`config.mk`:
```
export PLATFORM = sky130hd
export DESIGN_NAME = region_sched
export DESIGN_NICKNAME = d
export VERILOG_FILES = /design/src/rtl/region_sched_pkg.sv /design/src/rtl/region_sched_rr_arbiter.sv /design/src/rtl/region_sched.sv
export SDC_FILE = /design/constraint.sdc
export NUM_CORES = 1
export LEC_CHECK = 0
export BUFFER_PORTS_ARGS = -buffer_cell sky130_fd_sc_hd__buf_2
export CORE_MARGIN = 2
export CORE_UTILIZATION = 30
export DETAILED_ROUTE_END_ITERATION = 12
export PLACE_DENSITY = 0.46
export SKIP_LAST_GASP = 1
export SLEW_MARGIN = 20
export SYNTH_ARGS = -nofsm -noshare
export SYNTH_HDL_FRONTEND = slang
export SYNTH_HIERARCHICAL = 1
export SYNTH_SLANG_ARGS = --single-unit
```
`constraint.sdc`:
```
create_clock -name clk -period 5.5 [get_ports clk]
set_input_delay 1.375 -clock clk [delete_from_list [all_inputs] [get_ports clk]]
set_output_delay 1.375 -clock clk [all_outputs]
set_load 0.05 [all_outputs]
```
`src/rtl/region_sched_pkg.sv`:
```
// Shared types and default sizing for the region scheduler.
package region_sched_pkg;

  localparam int N_REQ_DEFAULT     = 4;
  localparam int AW_DEFAULT        = 3;
  localparam int DW_DEFAULT        = 8;
  localparam int NBA_DEPTH_DEFAULT = 4;

  typedef enum logic [1:0] {
    IDLE   = 2'd0,
    ACTIVE = 2'd1,
    NBA    = 2'd2,
    DONE   = 2'd3
  } sched_state_t;

endpackage

```
`src/rtl/region_sched_rr_arbiter.sv`:
```
// Round-robin arbiter: one-hot grant, priority starts just after the last grantee.
module rr_arbiter #(
  parameter int N = 4
) (
  input  logic         clk,
  input  logic         rst_n,
  input  logic [N-1:0] eligible,
  input  logic         enable,
  output logic [N-1:0] grant
);

  localparam int PW = (N > 1) ? $clog2(N) : 1;

  logic [PW-1:0] ptr;
  logic [PW-1:0] ptr_next;
  logic [N-1:0]  hi_mask;
  logic [N-1:0]  masked;
  logic          found;

  // Search from ptr upward first, then wrap to the lowest eligible requester.
  always_comb begin
    grant    = '0;
    found    = 1'b0;
    ptr_next = ptr;
    hi_mask  = '0;
    for (int i = 0; i < N; i++) begin
      hi_mask[i] = (i >= int'(ptr));
    end
    masked = eligible & hi_mask;
    for (int i = 0; i < N; i++) begin
      if (enable && !found && masked[i]) begin
        grant[i] = 1'b1;
        found    = 1'b1;
        ptr_next = (i == N - 1) ? '0 : PW'(i + 1);
      end
    end
    for (int i = 0; i < N; i++) begin
      if (enable && !found && eligible[i]) begin
        grant[i] = 1'b1;
        found    = 1'b1;
        ptr_next = (i == N - 1) ? '0 : PW'(i + 1);
      end
    end
  end

  // Advance the priority pointer only when a grant is actually issued.
  always_ff @(posedge clk or negedge rst_n) begin
    if (!rst_n) begin
      ptr <= '0;
    end else if (found) begin
      ptr <= ptr_next;
    end
  end

endmodule

```
`src/rtl/region_sched.sv`:
```
// Time-step scheduler: blocking updates hit the store at once, nonblocking
// updates are queued and applied in push order when the active region drains.
module region_sched
  import region_sched_pkg::*;
#(
  parameter int N_REQ     = N_REQ_DEFAULT,
  parameter int AW        = AW_DEFAULT,
  parameter int DW        = DW_DEFAULT,
  parameter int NBA_DEPTH = NBA_DEPTH_DEFAULT
) (
  input  logic                clk,
  input  logic                rst_n,
  input  logic                step_start,
  input  logic [N_REQ-1:0]    req_valid,
  input  logic [N_REQ-1:0]    req_nba,
  input  logic [N_REQ*AW-1:0] req_addr,
  input  logic [N_REQ*DW-1:0] req_data,
  output logic [N_REQ-1:0]    req_ready,
  input  logic [AW-1:0]       rd_addr,
  output logic [DW-1:0]       rd_data,
  output logic                step_done,
  output logic                busy
);

  localparam int NVAR  = 2 ** AW;
  localparam int FPW   = (NBA_DEPTH > 1) ? $clog2(NBA_DEPTH) : 1;
  localparam int FSIZE = 2 ** FPW;

  sched_state_t state;
  sched_state_t state_next;

  logic [DW-1:0]  store     [NVAR];
  logic [AW-1:0]  fifo_addr [FSIZE];
  logic [DW-1:0]  fifo_data [FSIZE];
  logic [FPW-1:0] wr_ptr;
  logic [FPW-1:0] rd_ptr;
  logic [FPW:0]   count;
  logic           fifo_full;
  logic           fifo_empty;

  logic [N_REQ-1:0] eligible;
  logic [N_REQ-1:0] grant;
  logic             arb_en;
  logic             gnt_any;
  logic             gnt_nba;
  logic [AW-1:0]    gnt_addr;
  logic [DW-1:0]    gnt_data;
  logic             push;
  logic             blk_wr;
  logic             pop;

  assign fifo_full  = (count == (FPW + 1)'(NBA_DEPTH));
  assign fifo_empty = (count == '0);
  assign eligible   = req_valid & ~(req_nba & {N_REQ{fifo_full}});
  assign arb_en     = (state == ACTIVE);
  assign req_ready  = grant;
  assign rd_data    = store[rd_addr];
  assign busy       = (state != IDLE);

  rr_arbiter #(
    .N(N_REQ)
  ) u_arb (
    .clk      (clk),
    .rst_n    (rst_n),
    .eligible (eligible),
    .enable   (arb_en),
    .grant    (grant)
  );

  // Pick out the granted requester's payload.
  always_comb begin
    gnt_any  = 1'b0;
    gnt_nba  = 1'b0;
    gnt_addr = '0;
    gnt_data = '0;
    for (int i = 0; i < N_REQ; i++) begin
      if (grant[i]) begin
        gnt_any  = 1'b1;
        gnt_nba  = req_nba[i];
        gnt_addr = req_addr[i*AW +: AW];
        gnt_data = req_data[i*DW +: DW];
      end
    end
  end

  assign push   = gnt_any & gnt_nba;
  assign blk_wr = gnt_any & ~gnt_nba;
  assign pop    = (state == NBA) & ~fifo_empty;

  // State register.
  always_ff @(posedge clk or negedge rst_n) begin
    if (!rst_n) begin
      state <= IDLE;
    end else begin
      state <= state_next;
    end
  end

  // Next-state and step_done decode.
  always_comb begin
    state_next = state;
    step_done  = 1'b0;
    case (state)
      IDLE: begin
        if (step_start) state_next = ACTIVE;
      end
      ACTIVE: begin
        if (eligible == '0) state_next = NBA;
      end
      NBA: begin
        if (fifo_empty) state_next = (|req_valid) ? ACTIVE : DONE;
      end
      DONE: begin
        step_done  = 1'b1;
        state_next = IDLE;
      end
      default: state_next = IDLE;
    endcase
  end

  // Variable store: blocking writes in ACTIVE, FIFO drain in NBA (never both).
  always_ff @(posedge clk or negedge rst_n) begin
    if (!rst_n) begin
      for (int i = 0; i < NVAR; i++) begin
        store[i] <= '0;
      end
    end else if (blk_wr) begin
      store[gnt_addr] <= gnt_data;
    end else if (pop) begin
      store[fifo_addr[rd_ptr]] <= fifo_data[rd_ptr];
    end
  end

  // FIFO storage; contents are irrelevant while count says empty.
  always_ff @(posedge clk) begin
    if (push) begin
      fifo_addr[wr_ptr] <= gnt_addr;
      fifo_data[wr_ptr] <= gnt_data;
    end
  end

  // FIFO pointers and occupancy; reset discards whatever was queued.
  always_ff @(posedge clk or negedge rst_n) begin
    if (!rst_n) begin
      wr_ptr <= '0;
      rd_ptr <= '0;
      count  <= '0;
    end else begin
      if (push) wr_ptr <= wr_ptr + 1'b1;
      if (pop)  rd_ptr <= rd_ptr + 1'b1;
      case ({push, pop})
        2'b10:   count <= count + 1'b1;
        2'b01:   count <= count - 1'b1;
        default: count <= count;
      endcase
    end
  end

endmodule

```
## Word level (Yosys, flattened, before mapping)

Memories as Yosys holds them, arrays and structs flattened.
Cells that the tools add are included.

| operators by class | value |
|---|---|
| add/subtract/negate cells | 4 |
| $lt $le $gt $ge | 8 |
| eq/ne operators | 9 |
| multiplexer cells | 59 |
| bitwise operators | 12 |
| reductions and logical operators | 34 |

Operator list:

| operator | count |
|---|---|
| $bwmux 64 | 2 |
| $mux 64 | 2 |
| $mux 8 | 8 |
| $demux 8 s3 | 2 |
| $mux 1 | 26 |
| $bmux 8 s3 | 1 |
| $mux 2 | 12 |
| $logic_and 1x1->1 | 17 |
| $and 4x4->4 | 3 |
| $ge 4x4->1 const B | 3 |
| $mux 3 | 4 |
| $not 3->4 | 3 |
| $lt 4x1->1 const B | 2 |
| $pmux 2 s4 | 1 |
| $reduce_bool 8->1 | 1 |
| $logic_not 1->1 | 7 |
| $eq 2x2->1 const B | 3 |
| $ne 2x2->1 const B | 3 |
| $pmux 3 s2 | 1 |
| $reduce_bool 2->1 | 3 |
| $add 2x1->2 const B | 2 |
| $eq 2x1->1 const B | 2 |
| $ge 1x2->1 const A | 2 |
| $logic_not 4->1 | 1 |
| other kinds (12) | 15 |

| storage, ports and cells | value |
|---|---|
| bits in registers | 75 |
| memory bits (writable) | 44 |
| bits of input ports | 58 |
| memories | 2 |

Memories:

| name | words | bits a word | read ports | clocked after Yosys merged registers in | wr ports | line | source |
|---|---|---|---|---|---|---|---|
| fifo_data | 4 | 8 | 1 | 0 | 1 | region_sched.sv:34 | `logic [DW-1:0] fifo_data [FSIZE];` |
| fifo_addr | 4 | 3 | 1 | 0 | 1 | region_sched.sv:33 | `logic [AW-1:0] fifo_addr [FSIZE];` |

## Depth between registers and ports, before layout

| logic depth | value |
|---|---|
| depth in word-level cells | 43 |
| mapped depth | 19 |
| depth with buffers taken out | 18 |

## Hierarchy

Netlist, hierarchy kept.

By module, submodules not included:

| module | instances | cells an instance | area an instance (um^2) | sequential area each (um^2) |
|---|---|---|---|---|
| region_sched | 1 | 493 | 6105.9 | 3148.0 |
| rr_arbiter | 1 | 28 | 232.7 | 50.0 |

## Least setup slack after synthesis

Ideal clock, no wire load.

| timing path | value |
|---|---|
| path type | input to output |
| start point | in rd_addr[0] |
| end point | out rd_data[0] |
| arrival | 3246 ps |
| data required time | 4125 ps |
| setup slack | 879 ps |
| stages | 4 |
| path buffers | 2 |
| path through | clkbuf_1 buf_1 mux4_2 mux2_2 |

| between the ends | value |
|---|---|
| word-level cells in the longest chain between the ends | 4 |

RTL lines:

| item | line | source |
|---|---|---|
| from (decl) | region_sched.sv:19 | `input logic [AW-1:0] rd_addr,` |
| $not 3->4 (not written as such) | region_sched.sv:57 | `assign rd_data = store[rd_addr];` |
| $bmux 8 s3 | region_sched.sv:57 |  |
| $mux 8 (not written as such) (2 in a row) | region_sched.sv:57 |  |
| to (decl) | region_sched.sv:20 | `output logic [DW-1:0] rd_data,` |

Every way passes these cells. The select of a mux whose other input is x is not followed.

## Final worst setup path

| timing path | value |
|---|---|
| start point | in req_nba[2] |
| end point | reg store[2] in the netlist's numbering |

| between the ends | value |
|---|---|
| word-level cells in the longest chain between the ends | 34 |
| elaborated cells between the ends (all ways) | 58 |

RTL lines:

| item | line | source |
|---|---|---|
| from (decl) | region_sched.sv:15 | `input logic [N_REQ-1:0] req_nba,` |
| $and 4x4->4 (*) | region_sched.sv:54 | `assign eligible = req_valid & ~(req_nba & {N_REQ{fifo_full}});` |
| $not 4->4 (*) | region_sched.sv:54 |  |
| $and 4x4->4 (*) | region_sched.sv:54 |  |
| net eligible[2] | region_sched.sv:41 | `logic [N_REQ-1:0] eligible;` |
| $and 4x4->4 | region_sched_rr_arbiter.sv:29 | `masked = eligible & hi_mask;` |
| $logic_and 1x1->1 | region_sched_rr_arbiter.sv:31 | `if (enable && !found && masked[i]) begin` |
| $mux 1 | region_sched_rr_arbiter.sv:31 |  |
| $logic_not 1->1 | region_sched_rr_arbiter.sv:31 |  |
| [20 not listed] | n/a |  |
| net gnt_addr[2] | region_sched.sv:46 | `logic [AW-1:0] gnt_addr;` |
| $not 3->4 (not written as such) (*) | region_sched.sv:128 | `store[gnt_addr] <= gnt_data;` |
| $ge 4x4->1 (not written as such) / $lt 4x1->1 (equally long branches) | region_sched.sv:128 |  |
| $logic_and 1x1->1 (not written as such) | region_sched.sv:128 |  |
| $mux 8 (not written as such) | region_sched.sv:128 |  |
| $demux 8 s3 (*) | region_sched.sv:128 |  |
| $bwmux 64 (*) | region_sched.sv:128 |  |
| $mux 64 (*) | region_sched.sv:127 | `end else if (blk_wr) begin` |
| to (signal, indexed assignment) | region_sched.sv:128 |  |
| to (signal, indexed assignment) | region_sched.sv:130 | `store[fifo_addr[rd_ptr]] <= fifo_data[rd_ptr];` |
| to (decl) | region_sched.sv:32 | `logic [DW-1:0] store [NVAR];` |

Mark *: on every way through the listed nets, which the timed path passes. The rest lies on a longest branch.
A chain may end at the register's enable or synchronous reset.

==> key figures <==
Setup path
  • Critical Path Fanout Max: 10
  • Max incr delay on CP: 660 ps
  • Worst setup path class: primary input to flip-flop
  • Startpoint Class: primary input
  • Worst EP arrival: 4970 ps
  • Worst EP required: slightly below 6000 ps
  • Crit end category: flip-flop
  • Crit path cell chain: buf_2, nand2_1, nand2_1, inv_1, nor2b_4, o22a_2, o22ai_1, and3_1, nor2b_1, nand2_1, a211o_1, clkinv_1, nand4_2, a21o_1, a22o_1
  • R2r setup slk: 1110 ps
  • Crit-path slowest cell: nor2b_1
  • Most used cell, CP: nand2_1

Global routing
  • Total GRT Usage: 0.165
  • Vias in the first global route: around 4700
  • Aggregate global routing overflow: 0
  • Initial antenna violation count: 0
  • First-pass GRT wire length: between 20000 and 30000 µm
  • Largest net degree at the start of global routing: 76

Cells and area
  • Area Growth Syn to Fin: 20.2%
  • Fraction of layout instances using a drive strength above 1: 0.282
  • Most frequent cells in the layout: dfrtp_1 (75), buf_2 (70), edfxtp_1 (44)
  • Most common cell after layout, fill and taps aside: dfrtp_1
  • # diodes: 0
  • Util after Layout: 0.365
  • Non-Filler Instances: 877
  • Final nets: 653
  • Finished Cell Area: 0.00762 mm²

Yosys
  • Synth cell types: 61
  • Synth area leaders: dfrtp_1 (30%), edfxtp_1 (21%), mux4_2 (6.8%), a22o_1 (4.4%), o2bb2ai_1 (4.4%)
  • Yosys top cell by area: dfrtp_1
  • Sequential fraction of the synthesis area: 0.505
  • Share of the synthesized area in the top cell type: 0.296
  • Synth Net Count: 585
  • Yosys reg bits: about 120
  • Largest family of logic cells by synthesized area: compound AO/OA/AOI/OAI gates
  • Mean Syn Cell Area: 12.2 µm²
  • Post-synth EDFFs: 44
  • Synth Area in Simple Gates: 0.0932
  • Post-synthesis mux area share: 0.110
  • Prevailing post-synth register cell: dfrtp_1
  • Async S/R FF share, synth: 0.630
  • Cell count after synthesis: ~520
  • XOR/XNOR Fraction of Synth Area: 0.00829
  • Post-Synth Adder-Cell Area: 0.0130
  • Synth Cell Area: 0.00634 mm²
  • Syn. warnings: 6
  • Compound-Gate Fraction of Synth Area: 0.235

Run status
  • Status: finished, final reports clean

Floorplan
  • Die Span Y: 149 µm
  • # IOs: a little over 70
  • Std cell rows: 53
  • Die area: roughly 0.022 mm²
  • Initial core utilization: 0.303
  • Total core area: about 0.021 mm²
  • Die X: 149 µm

Pwr
  • Leakage: 3.01 nW
  • Switch share: 0.422
  • Logic pwr share: 0.458
  • Clk pwr share: 0.226
  • Register share of total power: 0.316
  • Sw power: approximately 2.1 mW
  • Max VDD drop: ~0.27 mV
  • Pint: around 2.9 mW
  • PwrDens: 659 mW/mm²
  • Total power: 5.02 mW

Worst hold path
  • Worst min path class: flip-flop to flip-flop

Detailed routing
  • Detailed Routing Iterations Pass 1: 5
  • DRC Markers: 0
  • Remaining antenna violation count: 0
  • Total wire length: approximately 18000 µm
  • Routed length per instance: 20.5 µm
  • Mean number of vias per cell: between 5 and 6
  • DRT iter0 DRCs: 479
  • Total number of vias: 4886

Placement
  • Dpl cells: 844
  • DP Area: 0.00698 mm²
  • Hpwl dp: 12900 µm
  • GPL Wtd Cong: 0.801
  • I/O Buffers: 71

CTS
  • Htree depth: 4
  • Post-CTS Setup Bufs: 0
  • Num CTS Buffers: 17
  • Hold_buf cts: 0
  • Longest Clk Path Bufs: 2
  • CTS tree: built
  • Post-cts sizing count: 0
  • Sink Count: 119
  • Clock Latency Late Sink: 420 ps
  • Reg clk slew, reported paths: 60 ps
  • Root Buffer: clkbuf_16

STA
  • RSZ-0062 raised after global routing: false
  • # setup viols final: 0
  • Skew final: 7.01 ps
  • Count of final max-slew check failures: 0
  • TNS Setup: 0 ps
  • Final min period: between 4000 and 5000 ps
  • Measured slew at the worst slew-check pin: between 1000 and 1500 ps
  • Fmax: ~210 MHz
  • Tcrit/Tclk final: 0.848
  • Max-slew headroom: 0.330
  • Final-report hold violation count: 0

Job
  • Max Cap Viol: 0
==> routing by layer <==
metal,track usage,part of all wire,up-vias
li1,-,-,2212
met1,0.241,0.48,2479
met2,0.243,0.45,173
met3,0.0391,0.054,22
met4,0.0524,0.017,0
met5,0,0,-
==> flip-flops by register name, indices dropped and copies added, names as in the netlist <==
name	cells
fifo_data	32
rd_ptr	2
fifo_addr	12
count	3
u_arb/ptr	2
store	64
state	2
wr_ptr	2
==> power groups by stage <==
stage	registers (mW)	clock network [mW]	logic (mW)
6_report	1.59	1.13	2.30
5_1_grt	1.62	1.20	2.48
4_1_cts	1.58	1.15	2.29
3_5_place_dp	1.59	0	2.28
3_3_place_gp	1.59	0	2.25
2_1_floorplan	1.44	0	1.74
==> critical path: cells and delay by family <==
| kind | cells | cell delay, ps |
|---|---|---|
| buf+inv | 3 | 470 |
| compound gates | 5 | 1410 |
| simple gates | 7 | 1690 |
==> worst paths after layout <==
check	cells after the start	start	endpoint
min in group asynchronous	1	rst_n	u_arb/ptr[1]
worst max register to register	16	count[0]	store[2]
worst max-delay path	15	req_nba[2]	store[2]
max in group asynchronous	2	rst_n	store[41]
worst min register to register	1	store[42]	store[42]
worst min-delay path	1	store[42]	store[42]
==> area by class of cell <==
type	instances	area (µm²)
Timing Repair Buffer	80	445
Clock buffer	26	520
Tap cell	275	344
Multi-Input combinational cell	346	2930
Inverter	25	96.3
Fill cell	2055	13300
Clock inverter	6	86.3
Sequential cell	119	3200
==> cells in the mapped netlist (3+ instances only) <==
| cell type | n |
|---|---|
| dfrtp_1 | 75 |
| edfxtp_1 | 44 |
| o22ai_1 | 34 |
| a22o_1 | 32 |
| a22oi_1 | 32 |
| o2bb2ai_1 | 32 |
| nand2_1 | 24 |
| inv_1 | 21 |
| mux4_2 | 19 |
| clkbuf_1 | 16 |
| mux2_2 | 16 |
| a21oi_1 | 12 |
| nor2_1 | 12 |
| o21ai_0 | 12 |
| nor2b_1 | 10 |
| nor3_1 | 10 |
| buf_2 | 9 |
| mux2i_1 | 9 |
| a221oi_1 | 8 |
| o21a_1 | 8 |
| and2_1 | 6 |
| a21o_1 | 5 |
| buf_1 | 5 |
| ha_1 | 5 |
| nand2b_1 | 4 |
| nor4b_4 | 4 |
| or2_2 | 4 |
| and3_1 | 3 |
| nand4_1 | 3 |
| o21ai_1 | 3 |
| o21ai_2 | 3 |
| xnor2_1 | 3 |
| xor2_1 | 3 |
==> through the flow <==
step | setup slack [ps] | hold WS, ps
after CTS | 849 | 500
after detailed placement | 423 | 481
final | 837 | 502
after global placement | 542 | 472
after global routing | 640 | 518
after floorplan | 879 | 451
==> cells by family (layout without fill, tap and decap cells) <==
logic type                 Yosys count  after routing
DFF                                119            119
adders and majority gates            6              6
AOI/OAI and AO/OA                  196            196
and+or+nand+nor                     94             94
muxes                               44             44
xor gates and xnor gates             6              6
buffers and inverters               56            137
No activity file was read; power rests on OpenSTA's default activity.
